$ cat src/rtl/cpu_loader.sv
// Host-side sequencer around a CPU: it streams words into instruction and data memory,
// enables the CPU for a fixed number of cycles, then streams a window of data memory back out.
module cpu_loader #(
    parameter int IMEM_LEN_W = 9,
    parameter int DMEM_LEN_W = 10
) (
    input  logic                  clk,
    input  logic                  rst,
    input  logic                  start,
    input  logic [IMEM_LEN_W-1:0] imem_len,
    input  logic [DMEM_LEN_W-1:0] dmem_len,
    input  logic [15:0]           run_cycles,
    input  logic [31:0]           dump_base,
    input  logic [DMEM_LEN_W-1:0] dump_len,
    input  logic                  s_valid,
    output logic                  s_ready,
    input  logic [31:0]           s_data,
    output logic                  m_valid,
    input  logic                  m_ready,
    output logic [31:0]           m_data,
    output logic                  cpu_enable,
    output logic [31:0]           imem_addr,
    output logic                  imem_wen,
    output logic                  imem_ren,
    output logic [31:0]           imem_wdata,
    output logic [31:0]           dmem_addr,
    output logic                  dmem_wen,
    output logic                  dmem_ren,
    output logic [31:0]           dmem_wdata,
    input  logic [31:0]           dmem_rdata,
    output logic                  busy,
    output logic                  done
);

    typedef enum logic [2:0] {
        ST_IDLE, ST_LOAD_I, ST_LOAD_D, ST_RUN,
        ST_DUMP_RD, ST_DUMP_CAP, ST_DUMP_OUT, ST_DONE
    } state_t;

    // First non-empty phase among those still ahead; DONE when nothing is left.
    function automatic state_t first_phase(input logic i_ne, input logic d_ne,
                                           input logic r_ne, input logic u_ne);
        if (i_ne)      return ST_LOAD_I;
        else if (d_ne) return ST_LOAD_D;
        else if (r_ne) return ST_RUN;
        else if (u_ne) return ST_DUMP_RD;
        else           return ST_DONE;
    endfunction

    state_t                state_q, state_d;
    logic [IMEM_LEN_W-1:0] imem_len_q;
    logic [DMEM_LEN_W-1:0] dmem_len_q;
    logic [15:0]           run_cycles_q;
    logic [31:0]           dump_base_q;
    logic [DMEM_LEN_W-1:0] dump_len_q;
    logic [15:0]           cnt_q, cnt_d;
    logic                  imem_wen_q, dmem_wen_q;
    logic [31:0]           imem_addr_q, imem_wdata_q;
    logic [31:0]           dmem_addr_q, dmem_wdata_q;
    logic [31:0]           m_data_q;

    logic        accept;
    logic        start_ok;
    logic        wr_pending;
    logic        step;
    logic        last_beat;
    logic [15:0] limit;
    logic [31:0] beat_addr;
    logic [31:0] dump_addr;

    assign start_ok   = start && !busy;
    assign accept     = s_valid && s_ready;
    // A trailing load write may still be in flight on entry to RUN or DUMP_RD; hold one cycle.
    assign wr_pending = imem_wen_q || dmem_wen_q;
    assign step       = accept || cpu_enable || (m_valid && m_ready);
    assign beat_addr  = 32'({cnt_q, 2'b00});
    assign dump_addr  = dump_base_q + beat_addr;
    assign last_beat  = (cnt_q + 16'd1) == limit;

    always_comb begin
        limit = 16'd0;
        case (state_q)
            ST_LOAD_I:   limit = 16'(imem_len_q);
            ST_LOAD_D:   limit = 16'(dmem_len_q);
            ST_RUN:      limit = run_cycles_q;
            ST_DUMP_OUT: limit = 16'(dump_len_q);
            default:     limit = 16'd0;
        endcase
    end

    always_ff @(posedge clk) begin
        if (rst) begin
            state_q <= ST_IDLE;
        end else begin
            state_q <= state_d;
        end
    end

    always_comb begin
        state_d = state_q;
        cnt_d   = cnt_q;
        case (state_q)
            ST_IDLE, ST_DONE: begin
                if (start) begin
                    state_d = first_phase(imem_len != '0, dmem_len != '0,
                                          run_cycles != '0, dump_len != '0);
                end
            end
            ST_LOAD_I: begin
                if (accept && last_beat) begin
                    state_d = first_phase(1'b0, dmem_len_q != '0,
                                          run_cycles_q != '0, dump_len_q != '0);
                end
            end
            ST_LOAD_D: begin
                if (accept && last_beat) begin
                    state_d = first_phase(1'b0, 1'b0, run_cycles_q != '0, dump_len_q != '0);
                end
            end
            ST_RUN: begin
                if (cpu_enable && last_beat) begin
                    state_d = first_phase(1'b0, 1'b0, 1'b0, dump_len_q != '0);
                end
            end
            ST_DUMP_RD: begin
                if (!wr_pending) state_d = ST_DUMP_CAP;
            end
            ST_DUMP_CAP: state_d = ST_DUMP_OUT;
            ST_DUMP_OUT: begin
                if (m_ready) state_d = last_beat ? ST_DONE : ST_DUMP_RD;
            end
            default: state_d = ST_IDLE;
        endcase

        if (start_ok) begin
            cnt_d = 16'd0;
        end else if (step) begin
            cnt_d = last_beat ? 16'd0 : cnt_q + 16'd1;
        end
    end

    always_comb begin
        s_ready    = (state_q == ST_LOAD_I) || (state_q == ST_LOAD_D);
        cpu_enable = (state_q == ST_RUN) && !wr_pending;
        dmem_ren   = (state_q == ST_DUMP_RD) && !wr_pending;
        m_valid    = (state_q == ST_DUMP_OUT);
        busy       = (state_q != ST_IDLE) && (state_q != ST_DONE);
        done       = (state_q == ST_DONE);
        dmem_addr  = dmem_ren ? dump_addr : dmem_addr_q;
    end

    always_ff @(posedge clk) begin
        if (rst) begin
            imem_len_q   <= '0;
            dmem_len_q   <= '0;
            run_cycles_q <= '0;
            dump_base_q  <= '0;
            dump_len_q   <= '0;
            cnt_q        <= '0;
            imem_wen_q   <= 1'b0;
            dmem_wen_q   <= 1'b0;
            imem_addr_q  <= '0;
            imem_wdata_q <= '0;
            dmem_addr_q  <= '0;
            dmem_wdata_q <= '0;
            m_data_q     <= '0;
        end else begin
            imem_wen_q <= accept && (state_q == ST_LOAD_I);
            dmem_wen_q <= accept && (state_q == ST_LOAD_D);
            if (accept) begin
                if (state_q == ST_LOAD_I) begin
                    imem_addr_q  <= beat_addr;
                    imem_wdata_q <= s_data;
                end else begin
                    dmem_addr_q  <= beat_addr;
                    dmem_wdata_q <= s_data;
                end
            end
            if (state_q == ST_DUMP_CAP) m_data_q <= dmem_rdata;
            if (start_ok) begin
                imem_len_q   <= imem_len;
                dmem_len_q   <= dmem_len;
                run_cycles_q <= run_cycles;
                dump_base_q  <= dump_base;
                dump_len_q   <= dump_len;
            end
            cnt_q <= cnt_d;
        end
    end

    assign imem_wen   = imem_wen_q;
    assign imem_ren   = 1'b0;
    assign imem_addr  = imem_addr_q;
    assign imem_wdata = imem_wdata_q;
    assign dmem_wen   = dmem_wen_q;
    assign dmem_wdata = dmem_wdata_q;
    assign m_data     = m_data_q;

endmodule

$ cat config.mk
export PLATFORM = sky130hd
export DESIGN_NAME = cpu_loader
export DESIGN_NICKNAME = d
export VERILOG_FILES = /design/src/rtl/cpu_loader.sv
export SDC_FILE = /design/constraint.sdc
export NUM_CORES = 1
export LEC_CHECK = 0
export CORE_ASPECT_RATIO = 1.75
export CORE_MARGIN = 4
export CORE_UTILIZATION = 43
export DETAILED_ROUTE_END_ITERATION = 8
export GPL_TIMING_DRIVEN = 0
export PLACE_DENSITY = 0.76
export SLEW_MARGIN = 20
export SYNTH_ARGS = -nofsm -noshare
export SYNTH_HDL_FRONTEND = slang
export SYNTH_SLANG_ARGS = --single-unit
$ cat constraint.sdc
create_clock -name clk -period 3.1 [get_ports clk]
set_input_delay 0.62 -clock clk [delete_from_list [all_inputs] [get_ports clk]]
set_output_delay 0.62 -clock clk [all_outputs]
set_load 0.01 [all_outputs]
==> flow_metrics.tcl <==
set metrics [dict create \
    worst_setup_hold_path_clk_slew_ns 0.06 \
    clock-skew-final_ns 0.01442 \
    finalCriticalPeriod_ns 3.669 \
    finalHoldWorstSlack_ns 0.4540 \
    worstPathCellList "ha_4, inv_2, fa_2, nor2b_1, o21a_1, o21ai_2, a21oi_2, o21a_4, a2111oi_4, buf_4, nor3_2, xnor2_1, nor2_1, buf_2" \
    synth_enable_flop_cells 0 \
    powerDensity_nw_per_um2 578.9 \
    starting_density_of_the_core 0.4376 \
    insertion_delay_ns 0.52 \
    critical_path.max_stage_delay_ns 0.36 \
    worst_pin_slew_ns 0.8042 \
    cts.htree.levels 1 \
    finish.net_count 1967 \
    maxClockFrequency_mhz 272.5 \
    timing.setup.critical_path_class "reg2out" \
    grt_pass1_wl_mm 59.71 \
    routed-via-count 11530 \
    routed_wl_mm 39.42 \
    ys_warn_count 0 \
    core_um2 24720 \
    ff2ff_path_depth 10 \
    drive_gt1_frac 0.1206 \
    layout.cells.most_common "sky130_fd_sc_hd__nand2_1" \
    synthDistinctLibCells 80 \
    cp.arrival_ns 3.05 \
    synthesis.area_um2 10820 \
    nFillCells 2213 \
    start_kind "flip-flop" \
    floorplan.die.height_um 217.8 \
    timing.critical_path.fanout_max 3 \
    end_kind "output port" \
    die-area_um2 27860 \
    rows 76 \
    timing.hold.worst_path_depth 2 \
    postRouteAntennaNets 0 \
    crit_cells 14 \
    dpl_worst_slack_ns -0.9087 \
    peakVddDrop_v 0.0005975 \
    post-layout-total-power_w 0.008948 \
    worstHoldEndpoint "dump_base_q[1]" \
    clock-sinks 226 \
    synth_sequential_area_ratio 0.4182 \
    hold_vio_cnt_final 0 \
    run_status "finished with violations" \
    grt_pass1_vias 11410 \
    layout.cells.most_common_list "sky130_fd_sc_hd__nand2_1, sky130_fd_sc_hd__clkdlybuf4s50_1, sky130_fd_sc_hd__a21oi_1" \
    grt_usage 0.2683 \
    wire_per_inst_um 18.53 \
    report.final.slew_viol_count 0 \
    antenna_found_initial 0 \
    ys_dominant_reg_cell "sky130_fd_sc_hd__dfxtp_1" \
    timing.rr.start "state_q[1]" \
    normalized_max_slew_margin 0.4639 \
    maximum_clock_path_buffer_count 3 \
    critical_path.n_buffers_inverters 3 \
    fin_crit_sh 1.184 \
    cts_inserted_buffers 22 \
    r2r_end "state_q[0]" \
    die_w_um 127.9 \
    area_growth_pct 42.88 \
    floorplan.io_pins 315 \
    post_drt_via_cell_ratio 5.418 \
    r2r_slack_ns 0.06 \
    dpl.hpwl_mm 30.24 \
    critical-path-top-delay-family "compound AO/OA/AOI/OAI gates" \
    timing.hold.worst.start "dump_base_q[1]" \
    setup_viol 33 \
    worstPathRequired_ns 2.48 \
    setup_slack_ns -0.5692 \
    port_buffer_cells 296 \
    ctsHoldBuffers 0 \
    synth-seq-cells 226 \
    syn_inst 1445 \
    detail_route.drc_violations 0 \
    max_cap_violations 0 \
    place.gp.congestion 0.9649 \
    power.leakage_nw 5.563 \
    clk_root_buffer_cell "sky130_fd_sc_hd__clkbuf_16" \
    grt_overflow 0 \
    postLayoutCoreUtil 0.6252 \
    cts_tree "done" \
    failing_checks "setup timing" \
    num_antenna_cells 0 \
    grt_setup_unrepaired "true" \
    hold_path.class "reg2reg" \
    slowest_stage "sky130_fd_sc_hd__dfxtp_4" \
    detailedRoute.firstPassIterationCount 5 \
    initialDrtViolationCount 750 \
    asyncSetResetFlopFracSynth 0 \
    syn_area_per_cell_um2 7.486 \
    pin_count_of_the_biggest_net_entering_global_routing 15 \
]
[worst register-to-register path, stage by stage (launching register included)]
cell and delay (ns):
sky130_fd_sc_hd__dfxtp_2 0.42, sky130_fd_sc_hd__buf_2 0.24, sky130_fd_sc_hd__and3b_1 0.19, sky130_fd_sc_hd__o21ai_0 0.41, sky130_fd_sc_hd__a211oi_1 0.16, sky130_fd_sc_hd__nor4b_1 0.31
sky130_fd_sc_hd__nand4_1 0.12, sky130_fd_sc_hd__and4b_2 0.36, sky130_fd_sc_hd__a21oi_1 0.09, sky130_fd_sc_hd__a211oi_2 0.29, sky130_fd_sc_hd__mux2_1 0.35
[what timing repair did]
item	CTS	global route
gates resized for setup	179	42
pin swaps	41	27
buffers inserted	16	6
setup endpoints to repair	50	86
[kinds of logic (layout without fill, tap and decap cells)]
family | Yosys count | count (layout) | share of synthesized area
AND/OR/NAND/NOR | 664 | 664 | 0.2767
AO/OA/AOI/OAI | 353 | 353 | 0.1817
buffers and inverters | 134 | 489 | 0.05714
other | 1 | 17 | 0.0003466
XOR/XNOR | 39 | 39 | 0.03412
multiplexers | 10 | 10 | 0.01029
adder cells (fa/ha/maj) | 18 | 18 | 0.02151
flip-flops | 226 | 226 | 0.4182
[synthesized netlist by cell type (7+ instances only)]
master                       n  share of area
sky130_fd_sc_hd__clkbuf_1   72          0.025
sky130_fd_sc_hd__nor2b_1     8         0.0046
sky130_fd_sc_hd__nand3_1    21         0.0097
sky130_fd_sc_hd__a31oi_1     7         0.0040
sky130_fd_sc_hd__nand2_1   457           0.16
sky130_fd_sc_hd__o21ai_0    46          0.021
sky130_fd_sc_hd__nor2_1     51          0.018
sky130_fd_sc_hd__buf_2      19         0.0088
sky130_fd_sc_hd__nand4b_1    7         0.0057
sky130_fd_sc_hd__nor3_1     21         0.0097
sky130_fd_sc_hd__buf_4      20          0.014
sky130_fd_sc_hd__buf_1       8         0.0028
sky130_fd_sc_hd__nand4_1     8         0.0046
sky130_fd_sc_hd__inv_1      11         0.0038
sky130_fd_sc_hd__nor4_1     19          0.011
sky130_fd_sc_hd__xnor2_1    19          0.015
sky130_fd_sc_hd__a21oi_1   239           0.11
sky130_fd_sc_hd__ha_1       17          0.020
sky130_fd_sc_hd__and3_1     11         0.0064
sky130_fd_sc_hd__dfxtp_1   226           0.42
sky130_fd_sc_hd__xor2_1     18          0.015
sky130_fd_sc_hd__and4_1      7         0.0057
sky130_fd_sc_hd__and3b_1     9         0.0073
sky130_fd_sc_hd__a21o_1     10         0.0069
sky130_fd_sc_hd__o21a_1      8         0.0056
[worst max path at each step]
stage / start / endpoint / slack [ns]
detailed placement: cnt_q[1] / dmem_addr[28] / -0.91
finish: cnt_q[0] / dmem_addr[30] / -0.57
floorplan: cnt_q[0] / dmem_addr[28] / 0.06
CTS: cnt_q[0] / dmem_addr[26] / -0.64
global route: cnt_q[0] / dmem_addr[30] / -0.68
global placement: cnt_q[1] / dmem_addr[28] / -0.87
[layout make-up]
type                    count  area [um^2]  area share
clock buffers              31        634.4     0.04104
flip-flops and latches    226         4547      0.2942
repair buffers            318         3052      0.1974
multi-input cells        1101         6133      0.3968
clock inverters             6        45.04    0.002914
well taps                 312        390.4     0.02526
plain buffers             122        605.6     0.03918
inverters                  12        48.80    0.003157
[metal layers]
metal | GRT usage | part of all wire
met5 | 0 | 0
met4 | 0.1431 | 0.064
met3 | 0.04338 | 0.063
met2 | 0.4948 | 0.52
met1 | 0.2874 | 0.35
[registers in the layout (all words and copies together) (netlist names)]
name          flops
state_q           3
dmem_wdata       32
imem_len_q        9
dmem_wen          1
imem_wdata       32
dump_base_q      32
imem_addr        16
dmem_addr_q      16
dmem_len_q       10
cnt_q            16
dump_len_q       10
imem_wen          1
m_data           32
run_cycles_q     16
[metrics by stage]
stage / cell area [um^2] / std cells / setup TNS [ns]
finish: 15460 / 2128 / -13.07
global route: 15460 / 2128 / -17.13
CTS: 15210 / 2122 / -12.92
detailed placement: 14240 / 2069 / -15.95
global placement: 14240 / 2069 / -15.07
floorplan: 10880 / 1461 / 0
[report_power, final]
part           internal [W]  switching [W]
registers           0.00322       0.000250
logic               0.00119        0.00173
clock network       0.00143        0.00114
Power figures use the tool's default switching activity.
